## src/rtl/move_control.sv

```systemverilog
// rtl/move_control.sv - Othello cursor/turn controller sequencing detect, evaluate, write and side swap
module move_control #(
  parameter int DET_CYCLES = 9,
  parameter int WR_CYCLES  = 9
) (
  input  logic       clock,
  input  logic       resetn,
  input  logic       key_up,
  input  logic       key_down,
  input  logic       key_left,
  input  logic       key_right,
  input  logic       key_place,
  input  logic [1:0] q,
  input  logic [7:0] dir,
  output logic [2:0] x,
  output logic [2:0] y,
  output logic       side,
  output logic       detecten,
  output logic       writeen,
  output logic       en_plot,
  output logic       busy,
  output logic       illegal,
  output logic [5:0] moves
);

  localparam int CNT_W = 8;

  typedef enum logic [2:0] {
    S_IDLE,
    S_DETECT,
    S_EVAL,
    S_WRITE,
    S_SWAP
  } state_t;

  state_t           state_q, state_d;
  logic [CNT_W-1:0] cnt_q, cnt_d;
  logic [4:0]       key_prev_q, key_prev_d;
  logic [2:0]       x_q, x_d, y_q, y_d;
  logic             side_q, side_d;
  logic             illegal_q, illegal_d;
  logic [5:0]       moves_q, moves_d;
  logic [4:0]       keys, edges;
  logic             unused_q0;

  // Bit order doubles as priority: place, up, down, left, right.
  assign keys      = {key_place, key_up, key_down, key_left, key_right};
  assign edges     = keys & ~key_prev_q;
  assign unused_q0 = q[0];

  always_comb begin
    state_d    = state_q;
    cnt_d      = cnt_q;
    key_prev_d = keys;
    x_d        = x_q;
    y_d        = y_q;
    side_d     = side_q;
    illegal_d  = illegal_q;
    moves_d    = moves_q;
    case (state_q)
      S_IDLE: begin
        if (edges[4]) begin
          illegal_d = q[1];
          if (!q[1]) begin
            state_d = S_DETECT;
            cnt_d   = CNT_W'(DET_CYCLES - 1);
          end
        end else if (edges[3]) begin
          y_d       = y_q - 3'd1;
          illegal_d = 1'b0;
        end else if (edges[2]) begin
          y_d       = y_q + 3'd1;
          illegal_d = 1'b0;
        end else if (edges[1]) begin
          x_d       = x_q - 3'd1;
          illegal_d = 1'b0;
        end else if (edges[0]) begin
          x_d       = x_q + 3'd1;
          illegal_d = 1'b0;
        end
      end
      S_DETECT: begin
        if (cnt_q == '0) state_d = S_EVAL;
        else             cnt_d   = cnt_q - CNT_W'(1);
      end
      S_EVAL: begin
        // Both enables are low here so the board's one-shot can re-arm.
        if (dir == 8'd0) begin
          illegal_d = 1'b1;
          state_d   = S_IDLE;
        end else begin
          state_d = S_WRITE;
          cnt_d   = CNT_W'(WR_CYCLES - 1);
        end
      end
      S_WRITE: begin
        if (cnt_q == '0) state_d = S_SWAP;
        else             cnt_d   = cnt_q - CNT_W'(1);
      end
      S_SWAP: begin
        side_d  = ~side_q;
        if (moves_q != 6'd60) moves_d = moves_q + 6'd1;
        state_d = S_IDLE;
      end
      default: state_d = S_IDLE;
    endcase
  end

  always_ff @(posedge clock) begin
    if (resetn) begin
      state_q    <= S_IDLE;
      cnt_q      <= '0;
      key_prev_q <= 5'b11111;
      x_q        <= 3'd0;
      y_q        <= 3'd0;
      side_q     <= 1'b0;
      illegal_q  <= 1'b0;
      moves_q    <= 6'd0;
    end else begin
      state_q    <= state_d;
      cnt_q      <= cnt_d;
      key_prev_q <= key_prev_d;
      x_q        <= x_d;
      y_q        <= y_d;
      side_q     <= side_d;
      illegal_q  <= illegal_d;
      moves_q    <= moves_d;
    end
  end

  assign x        = x_q;
  assign y        = y_q;
  assign side     = side_q;
  assign illegal  = illegal_q;
  assign moves    = moves_q;
  assign detecten = (state_q == S_DETECT);
  assign writeen  = (state_q == S_WRITE);
  assign en_plot  = (state_q == S_IDLE);
  assign busy     = (state_q != S_IDLE);

endmodule

```

## config.mk

```make
export PLATFORM = sky130hd
export DESIGN_NAME = move_control
export DESIGN_NICKNAME = d
export VERILOG_FILES = /design/src/rtl/move_control.sv
export SDC_FILE = /design/constraint.sdc
export NUM_CORES = 1
export LEC_CHECK = 0
export BUFFER_PORTS_ARGS = -buffer_cell sky130_fd_sc_hd__buf_2
export CORE_UTILIZATION = 53
export DETAILED_ROUTE_END_ITERATION = 6
export GPL_TIMING_DRIVEN = 0
export PLACE_DENSITY = 0.9
export SLEW_MARGIN = 20
export SYNTH_ARGS = -nofsm -noshare
export SYNTH_HDL_FRONTEND = slang
export SYNTH_SLANG_ARGS = --single-unit
```

## constraint.sdc

```tcl
create_clock -name clock -period 2.5 [get_ports clock]
set_input_delay 0.5 -clock clock [delete_from_list [all_inputs] [get_ports clock]]
set_output_delay 0.5 -clock clock [all_outputs]
set_load 0.02 [all_outputs]
```

# --- After elaboration in Yosys (flattened, before gate mapping) ---
# Index checks and enable logic that the tools add are counted.
totals:
  wordCells: 70
  output_inout_bits: 18
  in_bits: 17
  regBits: 30
classes:
  bitwise: 6
  eq_ne: 13
  n_addsub: 6
  reduce_logical: 15
  mux: 22
ops:
  columns: ["cell", "count"]
  rows:
  - ["$mux W8", 4]
  - ["$mux W3", 8]
  - ["$pmux W8 S3", 1]
  - ["$logic_not A8 Y1", 2]
  - ["$pmux W3 S4", 1]
  - ["$reduce_and A5 Y1", 2]
  - ["$ne A2 B2 Y1 const B", 4]
  - ["$sub A8 B1 Y8 const B", 1]
  - ["$add A3 B1 Y3 const B", 2]
  - ["$add A6 B1 Y6 const B", 1]
  - ["$eq A3 B2 Y1 const B", 2]
  - ["$mux W1", 6]
  - ["$ne A2 B1 Y1 const B", 3]
  - ["$ne A6 B1 Y1 const B", 1]
  - ["$ne A6 B6 Y1 const B", 1]
  - ["$reduce_and A3 Y1", 2]
  - ["$reduce_bool A2 Y1", 3]
  - ["$reduce_bool A3 Y1", 2]
  - ["$sub A3 B1 Y3 const B", 2]
  - ["$and A5 B5 Y5", 1]
  - ["$not A5 Y5", 1]
  - ["$not A1 Y1", 4]
  - ["$reduce_and A4 Y1", 1]
  - ["$eq A3 B1 Y1 const B", 1]
  - ["6 further kinds", 6]

# --- Depth between registers and ports, before layout ---
# Gate-level depths: netlist of the first run.
logic_depth:
  ltp_word: 8
  mapped_depth: 7
  ltp_nobuf: 6

# --- Least setup slack after synthesis of the first run ---
# OpenSTA, ideal clock, no wires.
synth_path:
  path_type: "input port to flip-flop"
  start: "input port key_left"
  end: "register x_q[2] (netlist: x[2])"
  stages: 6
  t_arrival_ps: 1833
  n_path_buf: 0
  setup_time_ps: 71
  required_time_ps: 2429
  setup_slack_ps: 597
  path_cell_list: "nor2b_1 > inv_1 > fa_1 > xnor2_1 > or4_1 > a21oi_1"
synth_between:
  elab_chain_cells: 3
  elab_cells_between_ends: 4
  classes_between: "mux (1); bitwise (1); reduce/logical (2)"
synth_rtl:
  columns: ["item", "line", "text"]
  rows:
  - ["start, declared", "10", "input logic key_left,"]
  - ["$and A5 B5 Y5 *", "48", "assign edges = keys & ~key_prev_q;"]
  - ["$reduce_bool A2 Y1 (no source line)", null, null]
  - ["$reduce_and A5 Y1 (no source line)", null, null]
  - ["end signal, assigned", "114", "x_q <= 3'd0;"]
  - ["end signal, assigned", "123", "x_q <= x_d;"]
  - ["end, declared", "39", "logic [2:0] x_q, x_d, y_q, y_d;"]
# Mark *: on every way between the ends. The rest lies on a longest branch, timed or not.
# A chain may end at the register's enable or synchronous reset.

# --- Worst setup path after layout of the first run ---
layout_path:
  start: "register cnt_q[0]"
  end: "register cnt_q[5]"
layout_between:
  elab_chain_cells: 3
  elab_cells_between_ends: 6
  classes_between: "add/sub (1); eq/ne (1); mux (2); reduce/logical (2)"
layout_rtl:
  columns: ["item", "line", "text"]
  rows:
  - ["start, declared", "37", "logic [CNT_W-1:0] cnt_q, cnt_d;"]
  - ["start signal, assigned", "121", "cnt_q <= cnt_d;"]
  - ["$sub A8 B1 Y8 / $logic_not A8 Y1 (equally long branches)", null, null]
  - ["$mux W8 / $ne A2 B2 Y1 (equally long branches)", null, null]
  - ["$pmux W8 S3 / $reduce_and A5 Y1 (equally long branches)", null, null]
# Parallel ways exist; a longest one is shown, timed or not. The select of a mux whose other input is x is not followed.

==> flow_results.org, run 1 <==
** Global route
- Entering global routing, the biggest net connects 11 pins.
- The total overflow left after global routing is 0.
- The initial antenna violation count came to 0.
- Global routing consumed, over all layers together, around 23% of the routing resources.
- The number of global-route vias before repair came to between 1000 and 1500.
- The first global-routing pass estimated 5.64 mm of wire.

** Floorplan
- The floorplan step defined a die boundary enclosing around 3100 µm².
- Number of core rows :: 19
- The core region is 2760 µm².
- Initial cell density of the core :: between 50% and 60%
- The die is between 50 and 60 µm wide.
- I/O pin count :: 35
- Die outline height :: around 56 µm

** Critical path
- The worst setup path is launched from a register.
- Largest fanout of any net on the critical path :: 9
- Data arrival, critical path :: approximately 2.5 ns
- Critical Path Sink Type :: register
- Setup Crit Path Kind :: reg2reg
- At the worst endpoint, the required time is ~2.8 ns.

** Pwr
- VDD sags by at most approximately 0.45 mV.
- Pwr/cell area :: roughly 550 nW/µm²
- In this run the static leakage power is ~0.74 nW.

** Cells and area
- Cells with a size suffix above 1 make up approximately a quarter of the layout.
- Number of nets in the finished design :: ~240
- Once layout is complete, the cells apart from fillers number about 250.
- Ant diodes :: 0
- Compared with the post-synthesis result, the final layout area differs by 17.3%.
- Leading cell types in the layout, fill and taps excluded :: sky130_fd_sc_hd__buf_2 (33), sky130_fd_sc_hd__dfxtp_1 (30), sky130_fd_sc_hd__nor2_1 (17), sky130_fd_sc_hd__inv_1 (12), sky130_fd_sc_hd__a21oi_1 (9)
- Leaving out fill and tap cells, the most frequent cell in the layout is sky130_fd_sc_hd__buf_2.
- Summing all non-filler instances in the final layout gives an area of roughly 1800 µm².
- Final core occ :: between 60% and 70%

** STA
- Ratio of final minimum period to clock period :: roughly 88%
- Final setup TNS :: 0 ns
- Worst-case headroom to the max-slew limit :: 56.3%
- Between clock sinks in the finished design, the worst skew comes to 0.00526 ns.
- Post-route minimum period :: between 2 and 2.5 ns
- Setup slack closes at a little over 0.3 ns.
- Static timing analysis puts the maximum clock frequency at ~0.46 GHz.
- The final count of pins violating max slew came to 0.
- At the pin with the least slew margin, the transition time is around 0.66 ns.
- Setup repair after global routing left no endpoint under its margin.
- Count of final setup violators :: 0
- The final hold violation count was 0.

** Clocking
- Count of hold-fix buffers inserted at cts :: 0
- The number of setup buffers added after CTS is 0.
- Clock root buffer :: sky130_fd_sc_hd__clkbuf_4
- Number of CTS-inserted buffers :: 5
- In this run the number of H-tree levels came out at 2.
- In this run, post-CTS repair resized a total of 0 instances.
- TritonCTS built the clock tree.
- Skew-Pair Late Insertion Delay :: around 0.35 ns
- No sink is reached through more buffers than the 2 on the longest clock path.
- Clk sink count :: 30
- Clock-pin slew was measured on the worst setup and hold paths at 0.10 ns.

** Placement
- Port buffering added 33 buffers.
- Routability congestion estimate from global placement :: 0.853
- Once placement finished, the instance area stood at between 1500 and 2000 µm².
- After legalization and detailed placement, the total HPWL measured approximately 2.4 mm.
- Placed cell count :: 240
- Prior to clock tree synthesis, the placed netlist has a worst setup slack of 0.351 ns.

** Drt
- For this run, design rule violations remaining after detail routing come to 0.
- Count of routing violations after the opening detailed-route iteration :: 22
- First-pass iteration count of the detailed router :: 4
- Dividing the detail-routed wire length by the instance count gives ~13 µm.
- After detailed routing, the total wire length is 3.23 mm.
- After detailed routing, the number of vias per cell comes to roughly 5.6.
- The routed layout has around 1400 vias.
- Number of nets with antenna violations after routing :: 0

** Synthesis
- Summing the sequential cell areas from Yosys gives between 30% and 40% of the chip area.
- Most frequently used flop master after synthesis :: sky130_fd_sc_hd__dfxtp_1
- Synthesized cell area :: roughly 1500 µm²
- Number of register bits inferred by synthesis :: 30
- Each instance of the synthesized netlist takes up on average roughly 9 µm².
- In this run, synthesis inferred 0 flip-flops with an integrated enable.
- Yosys mapped the design onto 43 distinct sky130hd cell types.
- The number of nets handed over by synthesis was 199.
- After technology mapping, the gate count stands at ~180.
- Share of synthesized flip-flops with an asynchronous set or reset :: 0%
- Total of warnings raised by yosys :: 0

** Flow run
- Count of maximum capacitance violations :: 0

** Worst hold path
- Path type of the worst min-delay path :: in2reg

** Status
- Outcome :: finished clean
## path summary, 6_finish.rpt
kind / from / end / slack, ns / depth (start not counted)
setup / recovery: cnt_q[0]$_SDFFE_PP0P_ / cnt_q[5]$_SDFFE_PP0P_ / 0.31 / 6
hold / removal: key_right / key_prev_q[0]$_SDFF_PP1_ / 0.35 / 2
setup reg to reg: cnt_q[0]$_SDFFE_PP0P_ / cnt_q[5]$_SDFFE_PP0P_ / 0.31 / 6
hold reg to reg: y[2]$_SDFFE_PP0P_ / y[2]$_SDFFE_PP0P_ / 0.49 / 2
## Yosys cell counts (4+ instances only)
master	n	area, µm²
sky130_fd_sc_hd__a211oi_1	5	37.5
sky130_fd_sc_hd__a21oi_1	9	45.0
sky130_fd_sc_hd__dfxtp_1	30	601
sky130_fd_sc_hd__ha_1	4	50.1
sky130_fd_sc_hd__inv_1	12	45.0
sky130_fd_sc_hd__nand2_1	6	22.5
sky130_fd_sc_hd__nand2b_1	4	25.0
sky130_fd_sc_hd__nand3_1	5	25.0
sky130_fd_sc_hd__nor2_1	17	63.8
sky130_fd_sc_hd__nor2b_1	6	37.5
sky130_fd_sc_hd__nor3_1	6	30.0
sky130_fd_sc_hd__o211ai_1	4	30.0
sky130_fd_sc_hd__o21ai_0	5	25.0
sky130_fd_sc_hd__or2_2	5	31.3
sky130_fd_sc_hd__or4_1	4	30.0
sky130_fd_sc_hd__xnor2_1	6	52.6
## metrics by stage
step	hold slack, ns	total power [W]
floorplan	0.461	0.000644
global placement	0.466	0.000689
detailed placement	0.480	0.000695
CTS	0.342	0.00100
global route	0.330	0.00105
finish	0.347	0.000999
## state kept, by name, summed over array words and instances (netlist names)
signal	flops
illegal	1
state_q	3
x	3
side	1
y	3
moves	6
key_prev_q	5
cnt_q	8
## critical path, cell delays in order, from the launching register on
cell                       delay (ns)
sky130_fd_sc_hd__dfxtp_1         0.33
sky130_fd_sc_hd__inv_1           0.12
sky130_fd_sc_hd__ha_1            0.16
sky130_fd_sc_hd__nor4b_1         0.41
sky130_fd_sc_hd__a21oi_1         0.33
sky130_fd_sc_hd__nand3b_1        0.44
sky130_fd_sc_hd__a311oi_2        0.32
## routing by layer
metal	vias to the layer above	track usage [%]	part of all wire, %
li1	709	-	-
met1	641	27.3	46
met2	32	38.3	47
met3	6	9.53	5.6
met4	0	7.67	1.3
met5	-	0	0
## area by class of cell
cell class                      count  area, µm²
Multi-Input combinational cell    128        858
Fill cell                         236        943
Sequential cell                    30        601
Timing Repair Buffer               33        165
Buffer                              5       33.8
Tap cell                           31       38.8
Inverter                           13       53.8
Clock inverter                      2       12.5
Clock buffer                        6       51.3
## cells by family after synthesis
group | after synthesis | synth area share, %
compound gates | 38 | 16.9
mux | 1 | 0.647
xor+xnor | 9 | 5.10
simple gates | 74 | 27.0
fa+ha+maj | 6 | 5.83
flops | 30 | 38.8
buf+inv | 18 | 5.66
## power breakdown
| group | switching (W) | internal, W | total (W) |
|---|---|---|---|
| Clock | 0.000180 | 0.000135 | 0.000315 |
| Sequential | 0.0000160 | 0.000498 | 0.000514 |
| Combinational | 0.000100 | 0.0000704 | 0.000171 |
| Total | 0.000296 | 0.000703 | 0.000999 |
(Power assumes the default switching activity.)
==> inputs of run 2 (changes only) <==
--- a/config.mk
+++ b/config.mk
@@ -10,7 +10,6 @@
 export DETAILED_ROUTE_END_ITERATION = 6
 export GPL_TIMING_DRIVEN = 0
 export PLACE_DENSITY = 0.9
-export SLEW_MARGIN = 20
 export SYNTH_ARGS = -nofsm -noshare
 export SYNTH_HDL_FRONTEND = slang
 export SYNTH_SLANG_ARGS = --single-unit
==> constraint.sdc (replaced) <==
create_clock -name clock -period 2.5 [get_ports clock]
set_input_delay 0.125 -clock clock [delete_from_list [all_inputs] [get_ports clock]]
set_output_delay 0.125 -clock clock [all_outputs]
set_load 0.02 [all_outputs]
==> flow_results.org, run 2 (synthesis results as in run 1) <==
** STA
- The transition time at the pin with the least slew margin was 0.655 ns (-0.0000548 ns).
- Ratio of final minimum period to clock period :: 87.8% (about the same)
- Post-route minimum period :: 2.19 ns (-0.00000600 ns)
- Setup repair after global routing left no endpoint under its margin.
- Worst-case headroom to the max-slew limit :: 56.3% (about the same)
- The achievable clock frequency was 0.456 GHz (about the same).
- The clock skew came to 0.00589 ns (+0.000625 ns).
- Count of final setup violators :: 0 (unchanged)
- Final setup TNS :: 0 ns (unchanged)
- Final hold violation count :: 0 (unchanged)
- The final count of pins violating max slew was 0 (unchanged).

** Global route
- Vias in the first global route :: 1359 (+1.5%)
- The total routing resource utilization after global routing was 23.7% (+0.53 points).
- First-pass GRT wire length :: 5.75 mm (+2.1%)
- The maximum number of pins on one net before global-route repair is 11 (unchanged).
- The initial antenna violation count came to 0 (unchanged).
- Overflow left after global routing :: 0 (unchanged)

** Flow run
- The number of max-cap violations was 0 (unchanged).

** Floorplan
- Die outline height :: 56.0 µm (unchanged)
- The core box area was 2760 µm² (unchanged).
- Die width :: 56.0 µm (unchanged)
- The starting density of the core came to 56.1% (unchanged).
- The total die area came to 3140 µm² (unchanged).
- The floorplan row count was 19 (unchanged).
- I/O pin count :: 35 (unchanged)

** Worst hold path
- The startpoint identified for the worst hold timing path is resetn.
- The cell depth of the worst hold path was 3 (+1).
- The path class of the tightest hold or removal check is in2reg.
- For hold timing, the worst endpoint is moves[4]$_SDFFE_PP0P_.

** Placement
- Routability congestion estimate from global placement :: 0.853 (unchanged)
- Port buffer count :: 33 (unchanged)
- Placed wire-length estimate :: 2.43 mm (unchanged)

** Pwr
- The power density of the placed cells came to 540 nW/µm² (-1.9%).
- The final total power came to 0.00101 W (+0.78%).
- The worst vdd rail ir drop came to 0.455 mV (+1.5%).
- Leakage Power :: 0.757 nW (+2.8%)

** Cells and area
- Area overhead of the layout relative to synthesis :: 20.6%
- The final antenna diode count was 0 (unchanged).
- Ranked by flip-flop count, first place goes to cnt_q.
- Largest register FFs :: 8 (unchanged)
- The post-layout utilization of the core is 67.6% (+1.8 points).
- The filler cell count in the final layout came to 223 (-5.5%).
- Fraction of final layout cells sized beyond drive strength 1 :: 23.9% (-0.55 points)
- Leading cell types in the layout, fill and taps excluded :: sky130_fd_sc_hd__buf_2 (33), sky130_fd_sc_hd__dfxtp_1 (30), sky130_fd_sc_hd__nor2_1 (17), sky130_fd_sc_hd__inv_1 (12), sky130_fd_sc_hd__a21oi_1 (9)
- The number of nets in the layout is 244 (+2.1%).
- Leaving out fill and tap cells, the most frequent cell in the layout is sky130_fd_sc_hd__buf_2.

** Clocking
- The clock slew at the register clock pins of the worst setup and hold paths was 0.09 ns (about the same).
- The maximum buffer depth of the clock tree came to 2 (unchanged).
- CTS HTree Levels :: 2 (unchanged)
- The clock latency on the worst-skew pair is 0.35 ns (about the same).
- Clk sink count :: 30 (unchanged)
- The buffer count from post-CTS setup fixing is 0 (unchanged).
- Clock root buffer :: sky130_fd_sc_hd__clkbuf_4
- Number of CTS-inserted buffers :: 5 (unchanged)
- CTS tree :: built

** Drt
- The ratio of routed vias to standard cells was 5.55 (-0.92%).
- The number of DRC markers after the initial detailed-route iteration was 21 (-4.5%).
- The final antenna-violating net count came to 0 (unchanged).
- The overall via count from detail_route is 1403 (+1.1%).
- The number of iterations in the first detailed-routing pass came to 4 (unchanged).
- Count of unresolved DRC violations after routing :: 0 (unchanged)
- The total wire length after detailed routing came to 3.31 mm (+2.7%).
- Average wire length per cell after detail routing :: 13.1 µm (+0.70%)

** Critical path
- Data arrival, critical path :: 2.46 ns (about the same)
- The worst setup path is of the reg2reg kind.
- The worst reg-to-reg setup slack is 0.31 ns (about the same).
- The critical path goes through inv_1, ha_1, nor4b_1, a21oi_1, nand3b_1, a311oi_2.
- The data required time of the worst path was 2.76 ns (about the same).
- Library cell contributing the largest single delay on the critical path :: sky130_fd_sc_hd__nand3b_1
- In this run the critical register-to-register path is captured at cnt_q[5]$_SDFFE_PP0P_.
- Launch point of the worst reg-to-reg path :: cnt_q[0]$_SDFFE_PP0P_
- Max stage delay on crit path :: 0.44 ns (about the same)
- Critical Path Sink Type :: register
- Element type at the critical path start :: register
- The number of cells on the worst reg-to-reg path was 6 (unchanged).
- Largest fanout of any net on the critical path :: 9 (unchanged)

** Status
- The run finished with clean final reports.
run 2: cell count changes in the layout (fill, tap and decap cells not counted):
cell                            change
sky130_fd_sc_hd__dlygate4sd3_1      +5
run 2: stage by stage:
step / hold slack, ns / cell area [µm²] / cells / worst slack [ns]
after floorplan: 0.232 / 1550 / 176 / 0.732
after global routing: 0.124 / 1860 / 253 / 0.122
final: 0.105 / 1860 / 253 / 0.306
after global placement: 0.324 / 1750 / 240 / 0.367
after CTS: 0.0953 / 1860 / 253 / 0.350
after detailed placement: 0.330 / 1750 / 240 / 0.375
run 2: area by class of cell:
cell class | instances | area [µm²] | share of cell area [%]
well taps | 31 | 38.8 | 2.08
repair buffers | 38 | 215 | 11.5
multi-input cells | 128 | 858 | 46.0
inverters | 13 | 53.8 | 2.89
clock buffers | 6 | 51.3 | 2.75
flip-flops and latches | 30 | 601 | 32.2
plain buffers | 5 | 33.8 | 1.81
clock inverters | 2 | 12.5 | 0.671
run 2: worst max-delay path by stage:
stage / end / startpoint / cells past startpoint
after floorplan: cnt_q[5]$_SDFFE_PP0P_ / cnt_q[0]$_SDFFE_PP0P_ / 6
after global placement: cnt_q[5]$_SDFFE_PP0P_ / cnt_q[0]$_SDFFE_PP0P_ / 6
after detailed placement: cnt_q[5]$_SDFFE_PP0P_ / cnt_q[0]$_SDFFE_PP0P_ / 6
after CTS: cnt_q[5]$_SDFFE_PP0P_ / cnt_q[0]$_SDFFE_PP0P_ / 6
after global routing: cnt_q[5]$_SDFFE_PP0P_ / cnt_q[0]$_SDFFE_PP0P_ / 6
final: cnt_q[5]$_SDFFE_PP0P_ / cnt_q[0]$_SDFFE_PP0P_ / 6
run 2: routing by layer:
layer / GRT usage, % / up-vias / share of wire, %
met1: 28.2 / 645 / 46
met5: 0 / - / 0
met3: 9.53 / 6 / 5.7
met2: 39.1 / 34 / 47
li1: - / 718 / -
met4: 7.67 / 0 / 1.3
run 2: power breakdown:
part | internal (W) | total [W] | switching [W] | leakage [nW]
clock | 0.000135 | 0.000316 | 0.000181 | 0.0343
sequential | 0.000498 | 0.000514 | 0.0000160 | 0.244
combinational | 0.0000756 | 0.000177 | 0.000102 | 0.479
run 2: repair_timing:
action	4_1_cts	5_1_grt
resized for setup	0	0
hold endpoints to repair	5	0
hold buffers	5	0
run 2: critical path, delay by kind of cell, from the launching register on:
kind            cells  cell delay [ns]
simple gates        2             0.85
flops               1             0.33
compound gates      2             0.65
fa+ha+maj           1             0.16
buf+inv             1             0.12
